$ cat config.mk
export PLATFORM = sky130hd
export DESIGN_NAME = riscv_if_stage_flat
export DESIGN_NICKNAME = d
export VERILOG_FILES = /design/src/rtl/riscv_if_stage_pkg.sv /design/src/rtl/riscv_if_stage_if.sv /design/src/rtl/riscv_if_stage_skid.sv /design/src/rtl/riscv_if_stage.sv /design/src/flat_wrapper.sv
export SDC_FILE = /design/constraint.sdc
export NUM_CORES = 1
export LEC_CHECK = 0
export ABC_AREA = 0
export CORE_UTILIZATION = 53
export DETAILED_ROUTE_END_ITERATION = 6
export PLACE_DENSITY = 0.84
export SLEW_MARGIN = 20
export SYNTH_ARGS = -nofsm -noshare
export SYNTH_HDL_FRONTEND = slang
export SYNTH_SLANG_ARGS = --single-unit
$ cat constraint.sdc
create_clock -name clk -period 13.4 [get_ports clk]
set_input_delay 3.35 -clock clk [delete_from_list [all_inputs] [get_ports clk]]
set_output_delay 3.35 -clock clk [all_outputs]
set_load 0.03 [all_outputs]
$ cat src/rtl/riscv_if_stage_pkg.sv
// Shared types and defaults for the instruction-fetch stage.
package riscv_if_stage_pkg;

    localparam int IF_XLEN = 32;
    localparam logic [IF_XLEN-1:0] RESET_PC_DEFAULT  = 32'h0000_0000;
    localparam logic [IF_XLEN-1:0] NOP_INSTR_DEFAULT = 32'h0000_0013; // addi x0,x0,0

    // S_REQ: request on the bus; S_WAIT: one request outstanding;
    // S_HOLD: response parked in the skid buffer while decode stalls.
    typedef enum logic [1:0] {
        S_REQ  = 2'd0,
        S_WAIT = 2'd1,
        S_HOLD = 2'd2
    } fetch_state_t;

endpackage

$ cat src/rtl/riscv_if_stage_if.sv
// Instruction-memory request/response bus between the fetch stage and imem.
//
// Handshake: a request is transferred on a cycle where req=1 and gnt=1.
// While req=1 and gnt=0 the requester keeps addr stable. Exactly one
// response (rvalid=1 with rdata) follows each transferred request, at least
// one cycle later. rvalid cannot be back-pressured: the requester must
// accept or discard it in the cycle it is presented.
interface riscv_if_stage_if #(
    parameter int XLEN = 32
) ();
    logic            req;
    logic [XLEN-1:0] addr;
    logic            gnt;
    logic            rvalid;
    logic [XLEN-1:0] rdata;

    modport master (output req, output addr, input gnt, input rvalid, input rdata);
    modport slave  (input req, input addr, output gnt, output rvalid, output rdata);
endinterface

$ cat src/rtl/riscv_if_stage_skid.sv
// One-entry {pc, instr} buffer that parks a response while decode is stalled.
module riscv_if_stage_skid #(
    parameter int XLEN = 32
) (
    input  logic            clk,
    input  logic            rst,
    input  logic            load,
    input  logic            pop,
    input  logic            flush,
    input  logic [XLEN-1:0] load_pc,
    input  logic [XLEN-1:0] load_instr,
    output logic            full,
    output logic [XLEN-1:0] pc_out,
    output logic [XLEN-1:0] instr_out
);

    // Flush wins over load so a redirect never leaves a stale entry behind.
    always_ff @(posedge clk) begin
        if (rst || flush) begin
            full <= 1'b0;
        end else if (load) begin
            full      <= 1'b1;
            pc_out    <= load_pc;
            instr_out <= load_instr;
        end else if (pop) begin
            full <= 1'b0;
        end
    end

endmodule

$ cat src/rtl/riscv_if_stage.sv
// Instruction-fetch stage: owns the PC, keeps one imem request outstanding
// and presents {pc, instr, valid} to decode through the IF/ID register.
module riscv_if_stage
    import riscv_if_stage_pkg::*;
#(
    parameter int              XLEN      = IF_XLEN,
    parameter logic [XLEN-1:0] RESET_PC  = RESET_PC_DEFAULT,
    parameter logic [XLEN-1:0] NOP_INSTR = NOP_INSTR_DEFAULT
) (
    input  logic                     clk,
    input  logic                     rst,
    input  logic                     stall_i,
    input  logic                     redirect_i,
    input  logic [XLEN-1:0]          redirect_pc_i,
    riscv_if_stage_if.master         imem,
    output logic                     if_valid_o,
    output logic [XLEN-1:0]          if_pc_o,
    output logic [XLEN-1:0]          if_instr_o,
    output logic [XLEN-1:0]          f_addr_o,
    output fetch_state_t             fetch_state_o
);

    fetch_state_t    state;
    logic [XLEN-1:0] pc;
    logic [XLEN-1:0] pc_inflight;
    logic            drop;
    logic            ifid_free;
    logic            skid_load;
    logic            skid_pop;
    logic            skid_flush;
    logic            skid_full;
    logic [XLEN-1:0] skid_pc;
    logic [XLEN-1:0] skid_instr;

    // Request depends only on registered state, never on rvalid.
    assign imem.req      = (state == S_REQ) && !rst;
    assign imem.addr     = pc;
    assign f_addr_o      = pc;
    assign fetch_state_o = state;
    assign ifid_free     = !if_valid_o || !stall_i;

    // Skid control: park a response when IF/ID is occupied and stalled.
    always_comb begin
        skid_flush = redirect_i;
        skid_load  = 1'b0;
        skid_pop   = 1'b0;
        if (!redirect_i) begin
            skid_load = (state == S_WAIT) && imem.rvalid && !drop && !ifid_free;
            skid_pop  = (state == S_HOLD) && skid_full && !stall_i;
        end
    end

    riscv_if_stage_skid #(.XLEN(XLEN)) u_skid (
        .clk        (clk),
        .rst        (rst),
        .load       (skid_load),
        .pop        (skid_pop),
        .flush      (skid_flush),
        .load_pc    (pc_inflight),
        .load_instr (imem.rdata),
        .full       (skid_full),
        .pc_out     (skid_pc),
        .instr_out  (skid_instr)
    );

    // Fetch FSM, PC, drop flag and IF/ID register; redirect beats everything.
    always_ff @(posedge clk) begin
        if (rst) begin
            state       <= S_REQ;
            pc          <= RESET_PC;
            pc_inflight <= RESET_PC;
            drop        <= 1'b0;
            if_valid_o  <= 1'b0;
            if_pc_o     <= '0;
            if_instr_o  <= NOP_INSTR;
        end else if (redirect_i) begin
            pc         <= {redirect_pc_i[XLEN-1:2], 2'b00};
            if_valid_o <= 1'b0;
            if_instr_o <= NOP_INSTR;
            // A response still owed by imem must be swallowed when it lands.
            if ((state == S_REQ && imem.gnt) || (state == S_WAIT && !imem.rvalid)) begin
                drop  <= 1'b1;
                state <= S_WAIT;
            end else begin
                drop  <= 1'b0;
                state <= S_REQ;
            end
        end else begin
            // Decode takes the instruction; a load below overrides this.
            if (if_valid_o && !stall_i) begin
                if_valid_o <= 1'b0;
                if_instr_o <= NOP_INSTR;
            end
            case (state)
                S_REQ: begin
                    if (imem.gnt) begin
                        pc_inflight <= pc;
                        state       <= S_WAIT;
                    end
                end
                S_WAIT: begin
                    if (imem.rvalid) begin
                        if (drop) begin
                            drop  <= 1'b0;
                            state <= S_REQ;
                        end else if (ifid_free) begin
                            if_valid_o <= 1'b1;
                            if_pc_o    <= pc_inflight;
                            if_instr_o <= imem.rdata;
                            pc         <= pc + XLEN'(4);
                            state      <= S_REQ;
                        end else begin
                            pc    <= pc + XLEN'(4);
                            state <= S_HOLD;
                        end
                    end
                end
                S_HOLD: begin
                    if (skid_pop) begin
                        if_valid_o <= 1'b1;
                        if_pc_o    <= skid_pc;
                        if_instr_o <= skid_instr;
                        state      <= S_REQ;
                    end
                end
                default: state <= S_REQ;
            endcase
        end
    end

endmodule

$ cat src/flat_wrapper.sv
// flat-port wrapper written by rule: the top's interface ports become plain ports
module riscv_if_stage_flat import riscv_if_stage_pkg::*;
#(
    parameter int              XLEN      = IF_XLEN,
    parameter logic [XLEN-1:0] RESET_PC  = RESET_PC_DEFAULT,
    parameter logic [XLEN-1:0] NOP_INSTR = NOP_INSTR_DEFAULT
)
  (clk, rst, stall_i, redirect_i, redirect_pc_i, if_valid_o, if_pc_o, if_instr_o, f_addr_o, fetch_state_o, imem_req, imem_addr, imem_gnt, imem_rvalid, imem_rdata);
  riscv_if_stage_if #(.XLEN(XLEN)) imem_i ();
  input  logic clk;
  input  logic rst;
  input  logic stall_i;
  input  logic redirect_i;
  input  logic [XLEN-1:0] redirect_pc_i;
  output logic if_valid_o;
  output logic [XLEN-1:0] if_pc_o;
  output logic [XLEN-1:0] if_instr_o;
  output logic [XLEN-1:0] f_addr_o;
  output fetch_state_t fetch_state_o;
  output wire logic [$bits(imem_i.req)-1:0] imem_req;
  output wire logic [$bits(imem_i.addr)-1:0] imem_addr;
  input wire logic [$bits(imem_i.gnt)-1:0] imem_gnt;
  input wire logic [$bits(imem_i.rvalid)-1:0] imem_rvalid;
  input wire logic [$bits(imem_i.rdata)-1:0] imem_rdata;
  assign imem_req = imem_i.req;
  assign imem_addr = imem_i.addr;
  assign imem_i.gnt = imem_gnt;
  assign imem_i.rvalid = imem_rvalid;
  assign imem_i.rdata = imem_rdata;
  riscv_if_stage #(.XLEN(XLEN), .RESET_PC(RESET_PC), .NOP_INSTR(NOP_INSTR)) u_core (.clk(clk), .rst(rst), .stall_i(stall_i), .redirect_i(redirect_i), .redirect_pc_i(redirect_pc_i), .imem(imem_i), .if_valid_o(if_valid_o), .if_pc_o(if_pc_o), .if_instr_o(if_instr_o), .f_addr_o(f_addr_o), .fetch_state_o(fetch_state_o));
endmodule
==> results.toml, run 1 <==
[status]
outcome = "completed"

[hold_path]
min_path_type = "flop to flop"
whs_path_depth = 0

[logic_synthesis]
ys_warn_count = 0
synthSimpleGateAreaFrac_pct = 12.8
synthFlopType = "dfxtp_1"
async_flop_share_pct = 0
synth_compound_area_share_pct = 19.3
synth-xor-area-share_pct = 0.992
synthAdderAreaFrac_pct = 0.630
yosys.cell_types.count = 57
synthMuxAreaShare_pct = 3.92
ys_ff_latch = 189
synth_area_um2 = 7950
syn_area_per_cell_um2 = 10.4
synthCells = 762
seq_area_frac_synth_pct = 55.4
synth_edf_count = 62
synth_top_family_by_area = "compound AO/OA/AOI/OAI gates"

[die]
die_area_um2 = 15500
num_rows = 44
die_x_um = 124
start_util_pct = 54.5
pin_count = 202
fp.dieH_um = 124
core_area_um2 = 14600

[route]
wl_mm = 20.2
vias = 6451
vias_per_cell = 5.88
antenna_left = 0
drcViolationCount = 0
wl_per_cell_um = 18.4
dr.pass1.iters = 5
drt-initial-drc-count = 683

[global_routing]
antenna_found_initial = 0
grt_max_degree = 87
grt-ovfl-total = 0
grt_pass1_vias = 6081
grt_util_all_layers_pct = 26.1
grt_pass1_wl_mm = 32.1

[flow_run]
maxCapViolations = 0

[setup_path]
critical_path.max_fanout = 3
crit_chain = "buf_2, nor2b_1, clkdlybuf4s50_1"
cp-start-kind = "input pin"
setup.worst_path.class = "input pin to output port"
rr_worst_depth = 9
crit_arrival_ps = 4320
cp_slowest_cell = "clkdlybuf4s50_1"
max_stage_delay_ps = 710
cp.required_ps = 10050
endpoint_kind = "output port"

[sta]
fin_crit_sh_pct = 57.3
fin_tns_setup_ps = 0
setup_viol = 0
slew_headroom_pct = 38.9
rsz0062_at_grt = "no"
finClkSkew_ps = 7.75
finalMaxSlewViolations = 0
tightest_slew_ps = 916
holdWs_ps = 461
fin_crit_ps = 7670
fmax_mhz = 130
hold_violations = 0

[clock_tree]
cts-root-buf = "clkbuf_16"
htreeDepth = 4
cts_sinks = 189
clk_latency_ps = 430
cts_made_buffers = 17
holdBufCountCts = 0
clkTransAtPathRegs_ps = 70
post_cts_buffers = 0
cts_resized = 0
clk_path_buf_depth = 2
cts_tree = "yes"

[pwr]
switchingPower_w = 0.000375
vdd_ir_drop_max_mv = 0.0920
p_clk_share_pct = 35.7
p_leak_nw = 3.23
seqPwrFrac_pct = 47.6
combinationalPowerShare_pct = 16.8
cellPowerDensity_nw_per_um2 = 130
sw_frac_of_total_pct = 28.0
p_int_w = 0.000966

[finish]
layout_common_cells = "192 x clkdlybuf4s50_1, 127 x dfxtp_1, 85 x nand2_1, 67 x a21oi_1, 62 x edfxtp_1"
drive_gt1_share_pct = 6.13
nets = 974
final_common_cell = "clkdlybuf4s50_1"
syn2layout_area_growth_pct = 30.2
antennaDiodeCount = 0

[place]
dpl.hpwl_mm = 13.3
gp_congestion = 0.789
port-buffer-count = 193
-- routing by layer --
metal	wire [µm]	vias up	GRT usage, %
li1	-	3087	-
met1	8660	3064	34.4
met4	439	0	11.6
met5	0	-	0
met3	1280	31	5.03
met2	9790	269	41.7
-- flip-flops by register name (all words and copies together) (netlist names) --
register	cells
u_core.u_skid.instr_out	32
u_core.pc_inflight	30
u_core.u_skid.pc_out	30
u_core.u_skid.full	1
u_core.if_valid_o	1
u_core.if_pc_o	30
u_core.drop	1
u_core.f_addr_o	30
u_core.fetch_state_o	2
u_core.if_instr_o	32
-- Yosys cell counts (3+ instances only) --
cell	n	share of area [%]
ha_1	4	0.63
xnor2_1	8	0.88
nor2_1	33	1.6
buf_4	37	3.5
nand2b_1	3	0.24
o21ai_0	12	0.76
nand4_1	10	0.79
dfxtp_1	127	32
a311oi_1	11	1.2
o221ai_1	3	0.33
nor2b_1	5	0.39
a21oi_1	67	4.2
nor4_1	8	0.63
mux2i_1	30	3.8
nand3_1	12	0.76
nand2_1	86	4.1
and2_1	4	0.31
a22oi_1	32	3.0
clkbuf_1	51	2.4
nor3_1	4	0.25
o2111a_1	3	0.42
a211oi_1	38	3.6
o31ai_1	9	0.85
edfxtp_1	62	23
o2bb2ai_1	31	3.4
and4_1	5	0.55
or4_1	8	0.76
nor4b_1	3	0.33
inv_1	15	0.71
and3_1	8	0.63
-- layout make-up --
class | count | area (µm²)
Sequential cell | 189 | 4400
Fill cell | 1057 | 4240
Multi-Input combinational cell | 471 | 3080
Timing Repair Buffer | 206 | 2020
Clock buffer | 18 | 439
Tap cell | 184 | 230
Clock inverter | 14 | 118
Inverter | 15 | 56.3
-- logic make-up after synthesis --
| group | count (synthesis) |
|---|---|
| compound gates | 219 |
| simple gates | 202 |
| flops | 189 |
| buf+inv | 107 |
| mux | 31 |
| xor+xnor | 9 |
| fa+ha+maj | 4 |
| other cells | 1 |
-- final timing paths --
check | startpoint | slack, ps | to
setup / recovery | rst | 5730 | imem_req
hold / removal | u_core.pc_inflight[2] | 460 | u_core.u_skid.pc_out[2]
setup reg to reg | u_core.fetch_state_o[0] | 10330 | u_core.if_pc_o[3]
hold reg to reg | u_core.pc_inflight[2] | 460 | u_core.u_skid.pc_out[2]
-- power groups by stage --
stage / Combinational (W) / Sequential, W / Clock (W)
after global routing: 0.000238 / 0.000641 / 0.000509
after detailed placement: 0.000224 / 0.000650 / 0
after floorplan: 0.000102 / 0.000680 / 0
final: 0.000225 / 0.000638 / 0.000478
after CTS: 0.000225 / 0.000637 / 0.000482
after global placement: 0.000220 / 0.000649 / 0
-- per-stage QoR --
| step | cells | utilization, % | cell area (µm²) | worst slack, ps | total power (W) |
|---|---|---|---|---|---|
| floorplan | 767 | - | 7970 | 6070 | 0.000782 |
| global placement | 1065 | 67.1 | 9790 | 5730 | 0.000869 |
| detailed placement | 1065 | 67.1 | 9790 | 5720 | 0.000874 |
| CTS | 1097 | 70.9 | 10300 | 5720 | 0.00134 |
| global route | 1097 | 70.9 | 10300 | 5700 | 0.00139 |
| finish | 1097 | 70.9 | 10300 | 5730 | 0.00134 |
-- critical path: cells and delay by family --
kind          cells  cell delay [ps]
buf+inv           2              830
simple gates      1              140
(Power assumes the default switching activity.)
==> run 2, diff against run 1 <==
--- a/config.mk
+++ b/config.mk
@@ -6,9 +6,9 @@
 export NUM_CORES = 1
 export LEC_CHECK = 0
 export ABC_AREA = 0
-export CORE_UTILIZATION = 53
+export CORE_UTILIZATION = 44
 export DETAILED_ROUTE_END_ITERATION = 6
-export PLACE_DENSITY = 0.84
+export PLACE_DENSITY = 0.74
 export SLEW_MARGIN = 20
 export SYNTH_ARGS = -nofsm -noshare
 export SYNTH_HDL_FRONTEND = slang
==> constraint.sdc (replaced) <==
create_clock -name clk -period 6.5 [get_ports clk]
set_input_delay 1.625 -clock clk [delete_from_list [all_inputs] [get_ports clk]]
set_output_delay 1.625 -clock clk [all_outputs]
set_load 0.03 [all_outputs]
==> run 2 against run 1 <==
  * Sequential share of layout area fell by 0.27 points
  * Routed wire length is 2.8% higher
  * Die area rose by 20%
  * Sequential cell count did not move
  * Power increased by 110%
  * Non-clock buffer count is 4 lower
  * Via count decreased by 0.53%
  * Clock power up 120%
  * Critical endpoint unchanged
  * Largest cell class unchanged
  * Highest routed layer unchanged
==> results.toml, run 2 (same netlist as run 1, synthesis figures left out) <==
[sta]
fmax_mhz = 236
fin_crit_sh_pct = 65.1
fin_tns_setup_ps = 0
fin_ws_ps = 2270
finalMaxSlewViolations = 0
setup_viol = 0
tightest_slew_ps = 1070
hold_violations = 0
slew_headroom_pct = 28.3
finClkSkew_ps = 13.4
fin_crit_ps = 4230
rsz0062_at_grt = "no"

[finish]
antennaDiodeCount = 0
final_common_cell = "clkdlybuf4s50_1"
top_regs = "u_core.if_instr_o: 32 flops, u_core.u_skid.instr_out: 32 flops"
nets = 970
utilization_pct = 59.6
drive_gt1_share_pct = 5.94
layout_common_cells = "192 x clkdlybuf4s50_1, 127 x dfxtp_1, 86 x nand2_1, 67 x a21oi_1, 62 x edfxtp_1"
syn2layout_area_growth_pct = 31.0

[die]
start_util_pct = 45.5
fp.dieH_um = 136
core_area_um2 = 17500
num_rows = 48
pin_count = 202
die_x_um = 136
die_area_um2 = 18600

[hold_path]
min_path_type = "flop to flop"
min_to = "u_core.u_skid.pc_out[5]"
min-delay-start = "u_core.pc_inflight[5]"
whs_path_depth = 0

[global_routing]
grt-ovfl-total = 0
antenna_found_initial = 0
grt_max_degree = 87
grt_util_all_layers_pct = 22.8
grt_pass1_wl_mm = 32.4
grt_pass1_vias = 5899

[route]
drcViolationCount = 0
vias_per_cell = 5.66
wl_mm = 20.7
wl_per_cell_um = 18.3
dr.pass1.iters = 5
antenna_left = 0
vias = 6417
drt-initial-drc-count = 614

[clock_tree]
cts_tree = "yes"
cts_made_buffers = 17
clk_latency_ps = 430
cts-root-buf = "clkbuf_16"
holdBufCountCts = 0
post_cts_buffers = 0
clkTransAtPathRegs_ps = 70
htreeDepth = 4
clk_path_buf_depth = 2
cts_resized = 0
cts_sinks = 189

[setup_path]
cp.required_ps = 4880
endpoint_kind = "output port"
rr_worst_depth = 7
reg2reg_from = "u_core.fetch_state_o[0]"
cp-start-kind = "input pin"
crit_arrival_ps = 2610
r2r_end = "u_core.if_pc_o[19]"
setup.worst_path.class = "input pin to output port"
max_stage_delay_ps = 720
critical_path.max_fanout = 3
cp_slowest_cell = "clkdlybuf4s50_1"
crit_chain = "buf_2, nor2b_1, clkdlybuf4s50_1"
rrSetupSlack_ps = 3670

[place]
dpl.hpwl_mm = 13.8
gp_congestion = 0.802
port-buffer-count = 193
post-place-ws_ps = 2150

[flow_run]
maxCapViolations = 0

[pwr]
p_leak_nw = 3.24
cellPowerDensity_nw_per_um2 = 270
vdd_ir_drop_max_mv = 0.192

[status]
outcome = "completed"
## run 2: cell count changes in the layout (fill, tap and decap cells not counted), sizes merged
cell,before,now
buf,14,10
clkbuf,18,21
inv,17,21
bufinv,1,2
clkinv,9,3
clkinvlp,2,0
## run 2: layout make-up
class / instances / area, µm²
Clock buffer: 21 / 450
Clock inverter: 11 / 131
Sequential cell: 189 / 4400
Timing Repair Buffer: 202 / 1990
Multi-Input combinational cell: 471 / 3100
Inverter: 15 / 56.3
Tap cell: 225 / 282
Fill cell: 1495 / 7060
## run 2: metrics by stage
stage / instance area [µm²] / hold slack [ps] / instances / total power [W]
global route: 10400 / 473 / 1134 / 0.00292
detailed placement: 9810 / 446 / 1102 / 0.00180
finish: 10400 / 461 / 1134 / 0.00281
CTS: 10400 / 462 / 1134 / 0.00283
floorplan: 7970 / 429 / 767 / 0.00161
global placement: 9810 / 443 / 1102 / 0.00180
## run 2: per-layer routing
| metal | routed length (µm) | track usage, % | vias up |
|---|---|---|---|
| met4 | 488 | 8.95 | 0 |
| met3 | 1400 | 5.59 | 32 |
| li1 | - | - | 3082 |
| met5 | 0 | 0 | - |
| met1 | 9550 | 32.6 | 3076 |
| met2 | 9290 | 32.8 | 227 |
## run 2: worst max path at each step
stage / start / to / slack (ps) / cells past startpoint
final: rst / imem_req / 2270 / 3
after global routing: rst / imem_req / 2250 / 3
after CTS: rst / imem_req / 2260 / 3
after detailed placement: redirect_i / u_core.pc_inflight[24] / 2150 / 6
after global placement: redirect_i / u_core.pc_inflight[28] / 2210 / 6
after floorplan: rst / u_core.u_skid.instr_out[0] / 1400 / 4
## run 2: power breakdown
| group | total [W] | leakage, nW | switching, W | internal (W) |
|---|---|---|---|---|
| Sequential | 0.00132 | 1.56 | 0.0000570 | 0.00126 |
| Combinational | 0.000459 | 1.39 | 0.000269 | 0.000190 |
| Clock | 0.00103 | 0.288 | 0.000448 | 0.000584 |
| Total | 0.00281 | 3.24 | 0.000775 | 0.00204 |
## run 2: worst max-delay path, delay by kind of cell
kind	cells	cell delay [ps]
buffers and inverters	2	840
and+or+nand+nor	1	140
